===== src/rtl/sdes_pkg.sv =====
// sdes_pkg: shared S-DES definitions.
//   - block/key typedefs and the FSM state enum
//   - permutation index tables (bit 1 = MSB) and the S-box tables
//   - permutation helpers, S-box lookups, the key-half rotation and the
//     per-round rotation amount
package sdes_pkg;

  typedef logic [7:0] block_t;
  typedef logic [9:0] key_t;

  typedef enum logic [1:0] {
    ST_IDLE = 2'd0,
    ST_RUN  = 2'd1,
    ST_DONE = 2'd2
  } state_t;

  // Output position j (MSB first) takes input bit IDX[j] (1 = MSB).
  localparam int P10_IDX [10] = '{3, 5, 2, 7, 4, 10, 1, 9, 8, 6};
  localparam int P8_IDX  [8]  = '{6, 3, 7, 4, 8, 5, 10, 9};
  localparam int IP_IDX  [8]  = '{2, 6, 3, 1, 4, 8, 5, 7};
  localparam int IPI_IDX [8]  = '{4, 1, 3, 5, 7, 2, 8, 6};
  localparam int EP_IDX  [8]  = '{4, 1, 2, 3, 2, 3, 4, 1};
  localparam int P4_IDX  [4]  = '{2, 4, 3, 1};

  localparam logic [1:0] S0_TAB [4][4] = '{'{2'd1, 2'd0, 2'd3, 2'd2},
                                           '{2'd3, 2'd2, 2'd1, 2'd0},
                                           '{2'd0, 2'd2, 2'd1, 2'd3},
                                           '{2'd3, 2'd1, 2'd3, 2'd2}};
  localparam logic [1:0] S1_TAB [4][4] = '{'{2'd0, 2'd1, 2'd2, 2'd3},
                                           '{2'd2, 2'd0, 2'd1, 2'd3},
                                           '{2'd3, 2'd0, 2'd1, 2'd0},
                                           '{2'd2, 2'd1, 2'd0, 2'd3}};

  function automatic key_t perm_p10(input key_t v);
    key_t r;
    r = 10'd0;
    for (int j = 0; j < 10; j++) r[9-j] = v[10-P10_IDX[j]];
    return r;
  endfunction

  function automatic block_t perm_p8(input key_t v);
    block_t r;
    r = 8'd0;
    for (int j = 0; j < 8; j++) r[7-j] = v[10-P8_IDX[j]];
    return r;
  endfunction

  function automatic block_t perm_ip(input block_t v);
    block_t r;
    r = 8'd0;
    for (int j = 0; j < 8; j++) r[7-j] = v[8-IP_IDX[j]];
    return r;
  endfunction

  function automatic block_t perm_ip_inv(input block_t v);
    block_t r;
    r = 8'd0;
    for (int j = 0; j < 8; j++) r[7-j] = v[8-IPI_IDX[j]];
    return r;
  endfunction

  function automatic block_t perm_ep(input logic [3:0] v);
    block_t r;
    r = 8'd0;
    for (int j = 0; j < 8; j++) r[7-j] = v[4-EP_IDX[j]];
    return r;
  endfunction

  function automatic logic [3:0] perm_p4(input logic [3:0] v);
    logic [3:0] r;
    r = 4'd0;
    for (int j = 0; j < 4; j++) r[3-j] = v[4-P4_IDX[j]];
    return r;
  endfunction

  // Row = bits 1,4 ; column = bits 2,3 of the 4-bit S-box input.
  function automatic logic [1:0] sbox0(input logic [3:0] x);
    return S0_TAB[{x[3], x[0]}][{x[2], x[1]}];
  endfunction

  function automatic logic [1:0] sbox1(input logic [3:0] x);
    return S1_TAB[{x[3], x[0]}][{x[2], x[1]}];
  endfunction

  function automatic logic [4:0] rotl5(input logic [4:0] v, input logic [2:0] n);
    logic [4:0] r;
    case (n)
      3'd0:    r = v;
      3'd1:    r = {v[3:0], v[4]};
      3'd2:    r = {v[2:0], v[4:3]};
      3'd3:    r = {v[1:0], v[4:2]};
      3'd4:    r = {v[0], v[4:1]};
      default: r = v;
    endcase
    return r;
  endfunction

  // Cumulative rotation for round r: (1 + 2r) mod 5.
  function automatic logic [2:0] rot_amount(input logic [3:0] r);
    logic [5:0] m;
    m = (6'd1 + {1'b0, r, 1'b0}) % 6'd5;
    return m[2:0];
  endfunction

endpackage


===== src/rtl/sdes_round.sv =====
// sdes_round: one combinational Feistel round.
//   blk  - current (L,R) state, L in [7:4]
//   rkey - 8-bit round key
//   swap - exchange halves after the round (all rounds but the last)
//   res  - next state
module sdes_round
  import sdes_pkg::*;
(
  input  logic [7:0] blk,
  input  logic [7:0] rkey,
  input  logic       swap,
  output logic [7:0] res
);

  logic [7:0] ep_x_s;
  logic [3:0] f_out_s;
  logic [3:0] l_new_s;

  // F-function on R, mixed into L, then optional half swap
  always_comb begin
    ep_x_s  = perm_ep(blk[3:0]) ^ rkey;
    f_out_s = perm_p4({sbox0(ep_x_s[7:4]), sbox1(ep_x_s[3:0])});
    l_new_s = blk[7:4] ^ f_out_s;
    if (swap) begin
      res = {blk[3:0], l_new_s};
    end else begin
      res = {l_new_s, blk[3:0]};
    end
  end

endmodule


===== src/rtl/sdes_iter_core.sv =====
// sdes_iter_core: iterative handshaked S-DES engine, one round per clock.
//   CLOCK_50            clock; rst synchronous active-high
//   in_valid/in_ready   input handshake for in_data, in_key, in_decrypt, in_cbc
//   iv_load/iv_data     chaining register load, honoured only in IDLE
//   out_valid/out_ready output handshake for out_data
//   busy                high while a block is in RUN or DONE
// NUM_ROUNDS legal range 2..16; CBC_EN=0 forces ECB.
module sdes_iter_core
  import sdes_pkg::*;
#(
  parameter int NUM_ROUNDS = 2,
  parameter bit CBC_EN     = 1'b1
) (
  input  logic       CLOCK_50,
  input  logic       rst,
  input  logic       in_valid,
  output logic       in_ready,
  input  logic [7:0] in_data,
  input  logic [9:0] in_key,
  input  logic       in_decrypt,
  input  logic       in_cbc,
  input  logic       iv_load,
  input  logic [7:0] iv_data,
  output logic       out_valid,
  input  logic       out_ready,
  output logic [7:0] out_data,
  output logic       busy
);

  localparam logic [3:0] LAST_RND = 4'(NUM_ROUNDS - 1);

  state_t     state_r;
  block_t     blk_r;
  key_t       key_r;
  block_t     ct_r;
  block_t     chain_r;
  logic       dec_r;
  logic       cbc_r;
  logic [3:0] rnd_r;

  logic [3:0] ridx_s;
  logic [2:0] rot_s;
  key_t       kp_s;
  block_t     rkey_s;
  logic       last_s;
  block_t     iv_eff_s;
  block_t     pre_s;
  block_t     round_out_s;
  block_t     res_s;
  block_t     final_s;

  // Round key selection, load-side pre-whitening and output post-processing
  always_comb begin
    if (dec_r) begin
      ridx_s = LAST_RND - rnd_r;
    end else begin
      ridx_s = rnd_r;
    end
    rot_s  = rot_amount(ridx_s);
    kp_s   = perm_p10(key_r);
    rkey_s = perm_p8({rotl5(kp_s[9:5], rot_s), rotl5(kp_s[4:0], rot_s)});
    last_s = (rnd_r == LAST_RND);
    // A same-cycle iv_load supplies the IV for the block being accepted.
    if ((CBC_EN == 1'b1) && iv_load) begin
      iv_eff_s = iv_data;
    end else begin
      iv_eff_s = chain_r;
    end
    if ((CBC_EN == 1'b1) && in_cbc && !in_decrypt) begin
      pre_s = in_data ^ iv_eff_s;
    end else begin
      pre_s = in_data;
    end
    res_s = perm_ip_inv(round_out_s);
    if (cbc_r && dec_r) begin
      final_s = res_s ^ chain_r;
    end else begin
      final_s = res_s;
    end
  end

  sdes_round u_round (
    .blk  (blk_r),
    .rkey (rkey_s),
    .swap (!last_s),
    .res  (round_out_s)
  );

  // Control FSM, datapath registers, chaining register and registered outputs
  always_ff @(posedge CLOCK_50) begin
    if (rst) begin
      state_r   <= ST_IDLE;
      in_ready  <= 1'b1;
      out_valid <= 1'b0;
      out_data  <= 8'd0;
      busy      <= 1'b0;
      chain_r   <= 8'd0;
      blk_r     <= 8'd0;
      key_r     <= 10'd0;
      ct_r      <= 8'd0;
      dec_r     <= 1'b0;
      cbc_r     <= 1'b0;
      rnd_r     <= 4'd0;
    end else begin
      case (state_r)
        ST_IDLE: begin
          if ((CBC_EN == 1'b1) && iv_load) begin
            chain_r <= iv_data;
          end
          if (in_valid) begin
            blk_r    <= perm_ip(pre_s);
            key_r    <= in_key;
            ct_r     <= in_data;
            dec_r    <= in_decrypt;
            cbc_r    <= (CBC_EN == 1'b1) && in_cbc;
            rnd_r    <= 4'd0;
            in_ready <= 1'b0;
            busy     <= 1'b1;
            state_r  <= ST_RUN;
          end
        end
        ST_RUN: begin
          blk_r <= round_out_s;
          rnd_r <= rnd_r + 4'd1;
          if (last_s) begin
            out_data  <= final_s;
            out_valid <= 1'b1;
            state_r   <= ST_DONE;
          end
        end
        ST_DONE: begin
          if (out_ready) begin
            out_valid <= 1'b0;
            in_ready  <= 1'b1;
            busy      <= 1'b0;
            state_r   <= ST_IDLE;
            // Encrypt chains on its own ciphertext, decrypt on the input ciphertext.
            if (cbc_r) begin
              chain_r <= dec_r ? ct_r : out_data;
            end
          end
        end
        default: begin
          state_r   <= ST_IDLE;
          in_ready  <= 1'b1;
          out_valid <= 1'b0;
          busy      <= 1'b0;
        end
      endcase
    end
  end

endmodule


===== config.mk =====
export PLATFORM = sky130hd
export DESIGN_NAME = sdes_iter_core
export DESIGN_NICKNAME = d
export VERILOG_FILES = /design/src/rtl/sdes_pkg.sv /design/src/rtl/sdes_round.sv /design/src/rtl/sdes_iter_core.sv
export SDC_FILE = /design/constraint.sdc
export NUM_CORES = 1
export LEC_CHECK = 0
export CORE_MARGIN = 8
export CORE_UTILIZATION = 50
export CTS_CLUSTER_SIZE = 10
export DETAILED_ROUTE_END_ITERATION = 10
export PLACE_DENSITY_LB_ADDON = 0.2
export SYNTH_ARGS = -nofsm -noshare
export SYNTH_HDL_FRONTEND = slang
export SYNTH_SLANG_ARGS = --single-unit

===== constraint.sdc =====
create_clock -name CLOCK_50 -period 12.3 [get_ports CLOCK_50]
set_clock_uncertainty 0.05 [all_clocks]
set_input_delay 2.46 -clock CLOCK_50 [delete_from_list [all_inputs] [get_ports CLOCK_50]]
set_output_delay 2.46 -clock CLOCK_50 [all_outputs]
set_load 0.05 [all_outputs]

# After elaboration in Yosys (flattened, before gate mapping)
# Index checks and enable logic that the tools add are counted.
[totals]
ff_bits = 53
input_bits = 33
out_inout_bits = 11
elab_cells = 93
[classes]
add_sub_neg = 3
div = 1
n_lt_le_gt_ge = 4
n_eq_ne = 11
muxes = 39
bitwise = 10
n_reduce_logical = 13
[op_table]
columns = ["operator", "count"]
rows = [
  ["$mux 8", 12],
  ["$bmux 8 s2", 2],
  ["$pmux 8 s2", 2],
  ["$xor 8x8->8", 3],
  ["$pmux 5 s4", 1],
  ["$mux 2", 7],
  ["$ge 3x3->1 const B", 4],
  ["$not 2->3", 4],
  ["$pmux 3 s4", 1],
  ["$reduce_and 3->1", 4],
  ["$pmux 1 s3", 3],
  ["$bmux 2 s2", 2],
  ["$mux 4", 2],
  ["$ne 2x2->1 const B", 4],
  ["$pmux 4 s2", 1],
  ["$add 1x5->6 const A", 1],
  ["$eq 3x2->1 const B", 2],
  ["$mod 6x3->6 const B", 1],
  ["$pmux 2 s3", 1],
  ["$reduce_and 2->1", 3],
  ["$mux 1", 5],
  ["$add 4x1->4 const B", 1],
  ["$eq 4x1->1 const B", 1],
  ["$reduce_bool 2->1", 2],
  ["10 further kinds", 12],
]

# Logic depth before layout (Yosys ltp)
# Gate-level depths: netlist (run 1).
[depth]
word_depth = 18
ltp_mapped = 21
mapped_depth_nobuf = 17

# Hierarchy
# From an unflattened synthesis (run 1), not the netlist that was laid out.
[unflattened]
cells_unflattened = 505
area_unflattened_um2 = 3912.5
[modules_own_cells]
columns = ["module", "n_inst", "cells_per_inst", "area_each_um2", "seq_area_each_um2"]
rows = [
  ["sdes_iter_core", 1, 437, 3414.5, 1061.0],
  ["sdes_round", 1, 68, 498.0, 0.0],
]

# Least setup slack after synthesis (run 1)
# No wires, ideal clock.
[synth_timing]
path_type = "reg-to-reg"
start = "register rnd_r[1]"
end = "register out_data[7]"
setup_ns = 0.086
t_arrival_ns = 3.879
required_ns = 12.164
setup_slack_ns = 8.285
path_stages_with_launch = 21
path_buffers = 3
path_cell_list = "dfxtp_1 > buf_2 > inv_1 > ha_1 > buf_2 > or3_1 > o221ai_1 > a2111o_2 > a21boi_2 > buf_6 > o32ai_1 > o32ai_2 > xor2_1 > inv_1 > ha_1 > nor2_1 > a211oi_1 > a21oi_2 > xnor2_1 > xor2_1 > a211oi_1"
[synth_via]
elab_chain_cells = 18
[synth_rtl]
columns = ["item", "line", "rtl"]
rows = [
  ["start: declaration", "sdes_iter_core.sv:39", "logic [3:0] rnd_r;"],
  ["start signal: assignment", "sdes_iter_core.sv:124", "rnd_r <= rnd_r + 4'd1;"],
  ["$sub 1x4->4", "sdes_iter_core.sv:55", "ridx_s = LAST_RND - rnd_r;"],
  ["$mux 4", "sdes_iter_core.sv:54", "if (dec_r) begin"],
  ["$add 1x5->6", "sdes_pkg.sv:101", "m = (6'd1 + {1'b0, r, 1'b0}) % 6'd5;"],
  ["$mod 6x3->6", "sdes_pkg.sv:101", ""],
  ["$eq 3x3->1 (tied with other cells)", "sdes_pkg.sv:87", "case (n)"],
  ["$pmux 3 s4 or $pmux 5 s4 (tied branches)", "sdes_pkg.sv:87", ""],
  ["$xor 8x8->8", "sdes_round.sv:21", "ep_x_s = perm_ep(blk[3:0]) ^ rkey;"],
  ["$not 2->3 (not written as such)", "sdes_pkg.sv:78", "return S0_TAB[{x[3], x[0]}][{x[2], x[1]}];"],
  ["$bmux 8 s2", "sdes_pkg.sv:78", ""],
  ["$mux 8 (not written as such) (2 in series)", "sdes_pkg.sv:78", ""],
  ["$bmux 2 s2", "sdes_pkg.sv:78", ""],
  ["$mux 2 (not written as such) (2 in series)", "sdes_pkg.sv:78", ""],
  ["$xor 4x4->4", "sdes_round.sv:23", "l_new_s = blk[7:4] ^ f_out_s;"],
  ["$mux 8", "sdes_round.sv:24", "if (swap) begin"],
  ["$xor 8x8->8", "sdes_iter_core.sv:76", "final_s = res_s ^ chain_r;"],
  ["$mux 8", "sdes_iter_core.sv:75", "if (cbc_r && dec_r) begin"],
  ["end signal: assignment", "sdes_iter_core.sv:126", "out_data <= final_s;"],
  ["end: declaration", "sdes_iter_core.sv:26", "output logic [7:0] out_data,"],
]
# Parallel ways exist; a longest one is shown, timed or not. The select of a mux whose other input is x is not followed.
# A chain may end at the register's enable or synchronous reset.

# Final worst setup path (run 1)
# Same ends and word-level chain as after synthesis.

==> impl_metrics.json, run 1 <==
{
  "status": "completed",
  "vdd_drop_max_mv": 0.0556,
  "ant_nets": 0,
  "synth_xor_area_share_pct": 7.91,
  "crit_slowest_cell": "dfxtp_1",
  "period_share_pct": 40.6,
  "start_util_pct": 50.6,
  "power_w": 0.000490,
  "cpLargestDelayFamily": "compound AO/OA/AOI/OAI gates",
  "synth_edf_count": 0,
  "finalMaxSlewViolations": 0,
  "synthFlopType": "dfxtp_1",
  "gp_congestion": 0.911,
  "gr-usage-met2_pct": 32.5,
  "grt_pass1_wl_um": 17300,
  "rsz0062_at_grt": "false",
  "clock_path_buffers": 2,
  "post-route-util_pct": 56.6,
  "required_ns": 12.41,
  "drive_gt1_share_pct": 7.74,
  "chipWidth_um": 104,
  "diodes": 0,
  "fmax_mhz": 200,
  "routed_wl_um": 10200,
  "path_cells": "inv_1 -> ha_1 -> or3_1 -> o221ai_1 -> a2111o_2 -> a21boi_2 -> o32ai_1 -> o32ai_2 -> xor2_1 -> inv_1 -> ha_1 -> nor2_1 -> a211oi_1 -> a21oi_2 -> xnor2_1 -> xor2_1 -> a211oi_1",
  "grt_start_max_net_pins": 54,
  "port_buffers": 43,
  "numCtsBuffers": 5,
  "synthSimpleGateAreaFrac_pct": 22.1,
  "layout-area-overhead-vs-synth_pct": 11.8,
  "fp.dieH_um": 104,
  "post_cts_buffers": 0,
  "p_leak_nw": 1.45,
  "cts_hold_buf": 0,
  "setup_tns_ns": 0,
  "synthAdderAreaFrac_pct": 1.63,
  "dr_total_vias": 3598,
  "synth_nets": 530,
  "startpoint_type": "flop",
  "setup_viol": 0,
  "cellPowerDensity_mw_per_mm2": 114,
  "drc_errors": 0,
  "met3_usage_pct": 3.04,
  "hpwl_um": 7100,
  "firstDrtPassIters": 4,
  "fin_worst_hold_slack_ns": 0.414,
  "hold_viol": 0,
  "synth_top_family_by_area": "compound AO/OA/AOI/OAI gates",
  "std_cell_rows": 32,
  "fin_nets": 542,
  "cts_tree": "done",
  "ys_seq_area_share_pct": 27.7,
  "crit_fanout": 21,
  "viasPerCell": 5.94,
  "syn_inst": 492,
  "synth_compound_area_share_pct": 28.7,
  "setup_slack_ns": 7.30,
  "async_reset_ff_share_pct": 0,
  "synth.distinct_cells": 69,
  "maxCapViolations": 0,
  "clk_latency_ns": 0.31,
  "critPathMaxStageDelay_ns": 0.74,
  "die-area_mm2": 0.0107,
  "cp_num_buf_inv": 2,
  "clkSlewWorstSetupHoldPaths_ns": 0.10,
  "syn_avg_cell_area_um2": 7.78,
  "io_pins": 44,
  "cts.repair.resized": 0,
  "yosys_warnings": 0,
  "most-common-layout-cells": "nand2_1, nor2_1, dfxtp_1",
  "wl_per_cell_um": 16.8,
  "max_slew_margin_pct": 32.7,
  "crit_type": "flop to flop",
  "grt-ovfl-total": 0,
  "synth_mux_area_share_pct": 5.26,
  "endpoint_kind": "flop",
  "cts_max_level": 2,
  "hold_class": "flop to flop",
  "dr.first_iter.drc_count": 154,
  "gr-max-usage-layer": "met2",
  "grt_pass1_vias": 3557,
  "cts-root-buf": "clkbuf_8",
  "clkSinkCount": 53,
  "layout_commonest_cell": "nand2_1",
  "core_area_mm2": 0.00757,
  "post-place-ws_ns": 7.37,
  "worstPathArrival_ns": 5.11,
  "grt.total_usage_pct": 18.7,
  "syn_area_mm2": 0.00383,
  "fin_crit_ns": 5.00,
  "tightest_slew_ns": 1.01,
  "antenna_found_initial": 0,
  "ys_ff_latch": 53,
  "globalRouteMet1Util_pct": 22.8
}
[layer usage]
| metal | up-vias | share of wire (%) | wire (um) |
|---|---|---|---|
| li1 | 1785 | - | - |
| met1 | 1709 | 46 | 4650 |
| met2 | 89 | 49 | 5000 |
| met3 | 15 | 3.6 | 368 |
| met4 | 0 | 1.4 | 142 |
| met5 | - | 0 | 0 |
[registers in the layout, indices dropped and copies added, names as in the netlist]
signal     cells
blk_r          8
busy           1
cbc_r          1
chain_r        8
ct_r           8
dec_r          1
in_ready       1
key_r         10
out_data       8
out_valid      1
rnd_r          4
state_r        2
[power breakdown]
part | total [W] | internal, W | switching [W]
combinational | 0.000184 | 0.0000788 | 0.000105
sequential | 0.000202 | 0.000185 | 0.0000166
clock | 0.000104 | 0.0000396 | 0.0000643
total | 0.000490 | 0.000304 | 0.000186
[worst paths after layout]
path / to / from / cells past startpoint / slack [ns]
worst min register to register: ct_r[1] / ct_r[1] / 2 / 0.41
worst max-delay path: out_data[7] / rnd_r[1] / 17 / 7.30
worst min-delay path: ct_r[1] / ct_r[1] / 2 / 0.41
worst max register to register: out_data[7] / rnd_r[1] / 17 / 7.30
[cells by family (layout without fill, tap and decap cells)]
logic type                 after synthesis  in the layout
AOI/OAI and AO/OA                      147            147
and+or+nand+nor                        181            181
DFF                                     53             53
buffers and inverters                   54             66
adders and majority gates                5              5
muxes                                   20             20
xor gates and xnor gates                32             32
[metrics by stage]
step / instance area, um2 / std cells
3_5_place_dp: 4200 / 599
5_1_grt: 4280 / 606
2_1_floorplan: 3830 / 492
3_3_place_gp: 4200 / 599
4_1_cts: 4280 / 606
6_report: 4280 / 606
[tightest hold or removal path: cells and delay by family (launching register included)]
kind / cells / cell delay, ns
flip-flops: 1 / 0.32
AO/OA/AOI/OAI: 1 / 0.05
AND/OR/NAND/NOR: 1 / 0.05
[synth_stat cells (all sizes together), types with 3 or more instances]
library cell | n | area share (%)
xor2 | 10 | 2.3
a2111o | 3 | 0.91
nand2 | 65 | 6.4
nor2b | 5 | 0.82
a21oi | 45 | 6.1
o21a | 3 | 0.59
a31oi | 7 | 1.1
a311oi | 6 | 1.4
inv | 13 | 1.3
nor2 | 63 | 6.4
a21boi | 3 | 0.78
a22oi | 3 | 0.85
o211ai | 8 | 1.6
or2 | 4 | 0.72
o21ai | 11 | 1.4
o32ai | 7 | 2.0
a211oi | 14 | 2.7
o221ai | 3 | 0.85
nand2b | 9 | 1.5
ha | 5 | 1.6
nand3 | 8 | 1.0
o22a | 3 | 0.69
mux2i | 19 | 5.0
clkbuf | 25 | 2.5
o22ai | 8 | 1.5
nor3b | 8 | 1.7
buf | 16 | 3.0
a32oi | 3 | 0.88
xnor2 | 22 | 5.6
a21o | 3 | 0.59
a221oi | 6 | 1.5
dfxtp | 53 | 28
[cell type report]
cell class | instances | area (um2)
timing repair buffer | 46 | 448
tap | 102 | 128
inverter | 13 | 48.8
clock buffer | 5 | 68.8
fill | 692 | 3280
multi-input combinational | 385 | 2510
clock inverter | 2 | 16.3
sequential | 53 | 1060
Note: power is estimated with default switching activity, not from simulation.
==> run 2: changes to the inputs <==
clock period = 4.4 ns   (was 12.3 ns; I/O delays follow)
==> impl_metrics.json, run 2 (same netlist as run 1, synthesis figures left out) <==
{
  "path_cells": "inv_1 -> ha_4 -> or3_1 -> o221ai_1 -> a2111o_2 -> a21boi_2 -> buf_4 -> o32ai_1 -> o32ai_2 -> xor2_1 -> buf_4 -> ha_1 -> nor2_1 -> a211oi_1 -> a21oi_2 -> xnor2_2 -> a221oi_1 -> nor2_1",
  "crit_type": "flop to flop",
  "p_leak_nw": 1.55,
  "fin_crit_ns": 4.19,
  "routed_wl_um": 10500,
  "endpoint_kind": "flop",
  "fin_nets": 556,
  "max_slew_margin_pct": 23.6,
  "gr-usage-met2_pct": 34.0,
  "fp.dieH_um": 104,
  "fin_area_mm2": 0.00445,
  "io_pins": 44,
  "hold_depth": 2,
  "wl_per_cell_um": 16.9,
  "drive_gt1_share_pct": 11.4,
  "fmax_mhz": 239,
  "layout_commonest_cell": "nand2_1",
  "cts-root-buf": "clkbuf_8",
  "start_util_pct": 50.6,
  "hpwl_um": 7470,
  "clkSinkCount": 53,
  "cts_max_level": 2,
  "die-area_mm2": 0.0107,
  "grt_pass1_wl_um": 18000,
  "startpoint_type": "flop",
  "status": "completed",
  "critPathMaxStageDelay_ns": 0.50,
  "antenna_found_initial": 0,
  "largest_register": "key_r",
  "grt_pass1_vias": 3555,
  "gr-max-usage-layer": "met2",
  "reg2reg_from": "rnd_r[2]",
  "port_buffers": 43,
  "reg2reg_to": "blk_r[0]",
  "diodes": 0,
  "place_area_mm2": 0.00430,
  "most-common-layout-cells": "nand2_1, nor2_1, dfxtp_1",
  "maxCapViolations": 0,
  "cts_tree": "done",
  "crit_slowest_cell": "a2111o_2",
  "holdPathEnd": "ct_r[0]",
  "largest_register_ffs": 10,
  "hold_viol": 0,
  "grt.total_usage_pct": 19.6,
  "grt_start_max_net_pins": 54,
  "rsz0062_at_grt": "false",
  "std_cell_rows": 32,
  "layout-area-overhead-vs-synth_pct": 16.2,
  "required_ns": 4.53,
  "drc_errors": 0,
  "dr_total_vias": 3600,
  "worstPathArrival_ns": 4.32,
  "cellPowerDensity_mw_per_mm2": 330,
  "finalMaxSlewViolations": 0,
  "met3_usage_pct": 2.91,
  "firstDrtPassIters": 5,
  "period_share_pct": 95.3,
  "gp_congestion": 0.880,
  "crit_fanout": 10,
  "numCtsBuffers": 5,
  "core_area_mm2": 0.00757,
  "setup_tns_ns": 0,
  "clock_path_buffers": 2,
  "ant_nets": 0,
  "hold_start": "ct_r[0]",
  "clkSlewWorstSetupHoldPaths_ns": 0.11,
  "viasPerCell": 5.80,
  "vdd_drop_max_mv": 0.196,
  "clk_latency_ns": 0.32,
  "fin_worst_hold_slack_ns": 0.412,
  "grt-ovfl-total": 0,
  "dr.first_iter.drc_count": 134,
  "power_w": 0.00147,
  "hold_class": "flop to flop",
  "reg2regPathDepth": 18,
  "tightest_slew_ns": 1.14,
  "setup_viol": 0,
  "post-route-util_pct": 58.8,
  "worst-r2r-setup-slack_ns": 0.21,
  "globalRouteMet1Util_pct": 24.1,
  "chipWidth_um": 104
}
## run 2: cell type report
| class | instances | area [um2] |
|---|---|---|
| clock buffers | 5 | 68.8 |
| clock inverters | 3 | 47.5 |
| fillers | 689 | 3120 |
| inverters | 13 | 48.8 |
| multi-input cells | 385 | 2540 |
| flip-flops and latches | 53 | 1070 |
| well taps | 102 | 128 |
| repair buffers | 60 | 553 |
## run 2: per-layer routing
metal	routed length, um	vias to the layer above	share of wire [%]
li1	-	1819	-
met1	4700	1683	45
met2	5260	88	50
met3	404	10	3.8
met4	143	0	1.4
met5	0	-	0
## run 2: worst max-delay path by stage
stage             start     endpoint  slack, ns  depth (start not counted)
6_report       rnd_r[2]     blk_r[0]       0.21                         18
5_1_grt        rnd_r[3]  out_data[7]       0.02                         16
4_1_cts        rnd_r[2]     blk_r[0]       0.05                         17
3_5_place_dp   rnd_r[2]  out_data[7]       0.11                         17
3_3_place_gp   rnd_r[2]  out_data[7]       0.20                         17
2_1_floorplan  rnd_r[1]  out_data[7]       0.39                         20
## run 2: worst max-delay path, delay by kind of cell, from the launching register on
| kind | cells | cell delay (ns) |
|---|---|---|
| AO/OA/AOI/OAI | 8 | 1.97 |
| adder cells (fa/ha/maj) | 2 | 0.61 |
| buffers and inverters | 3 | 0.44 |
| flip-flops | 1 | 0.40 |
| XOR/XNOR | 2 | 0.35 |
| AND/OR/NAND/NOR | 3 | 0.23 |
## run 2: repair_timing
action | 4_1_cts | 5_1_grt
buffers inserted | 0 | 1
hold buffers | 0 | 0
endpoints found under the setup margin | 1 | 12
gates cloned | 0 | 0
resized for setup | 1 | 7
## run 2: metrics by stage
stage | std cells | setup WS, ns
after global routing | 621 | 0.0165
final | 621 | 0.208
after detailed placement | 612 | 0.113
after global placement | 612 | 0.200
after floorplan | 492 | 0.385
after CTS | 620 | 0.0477
## run 2: where the power goes
group	switching [W]	internal (W)	total [W]
sequential	0.0000474	0.000517	0.000565
combinational	0.000303	0.000240	0.000543
clock	0.000190	0.000174	0.000364
total	0.000540	0.000931	0.00147
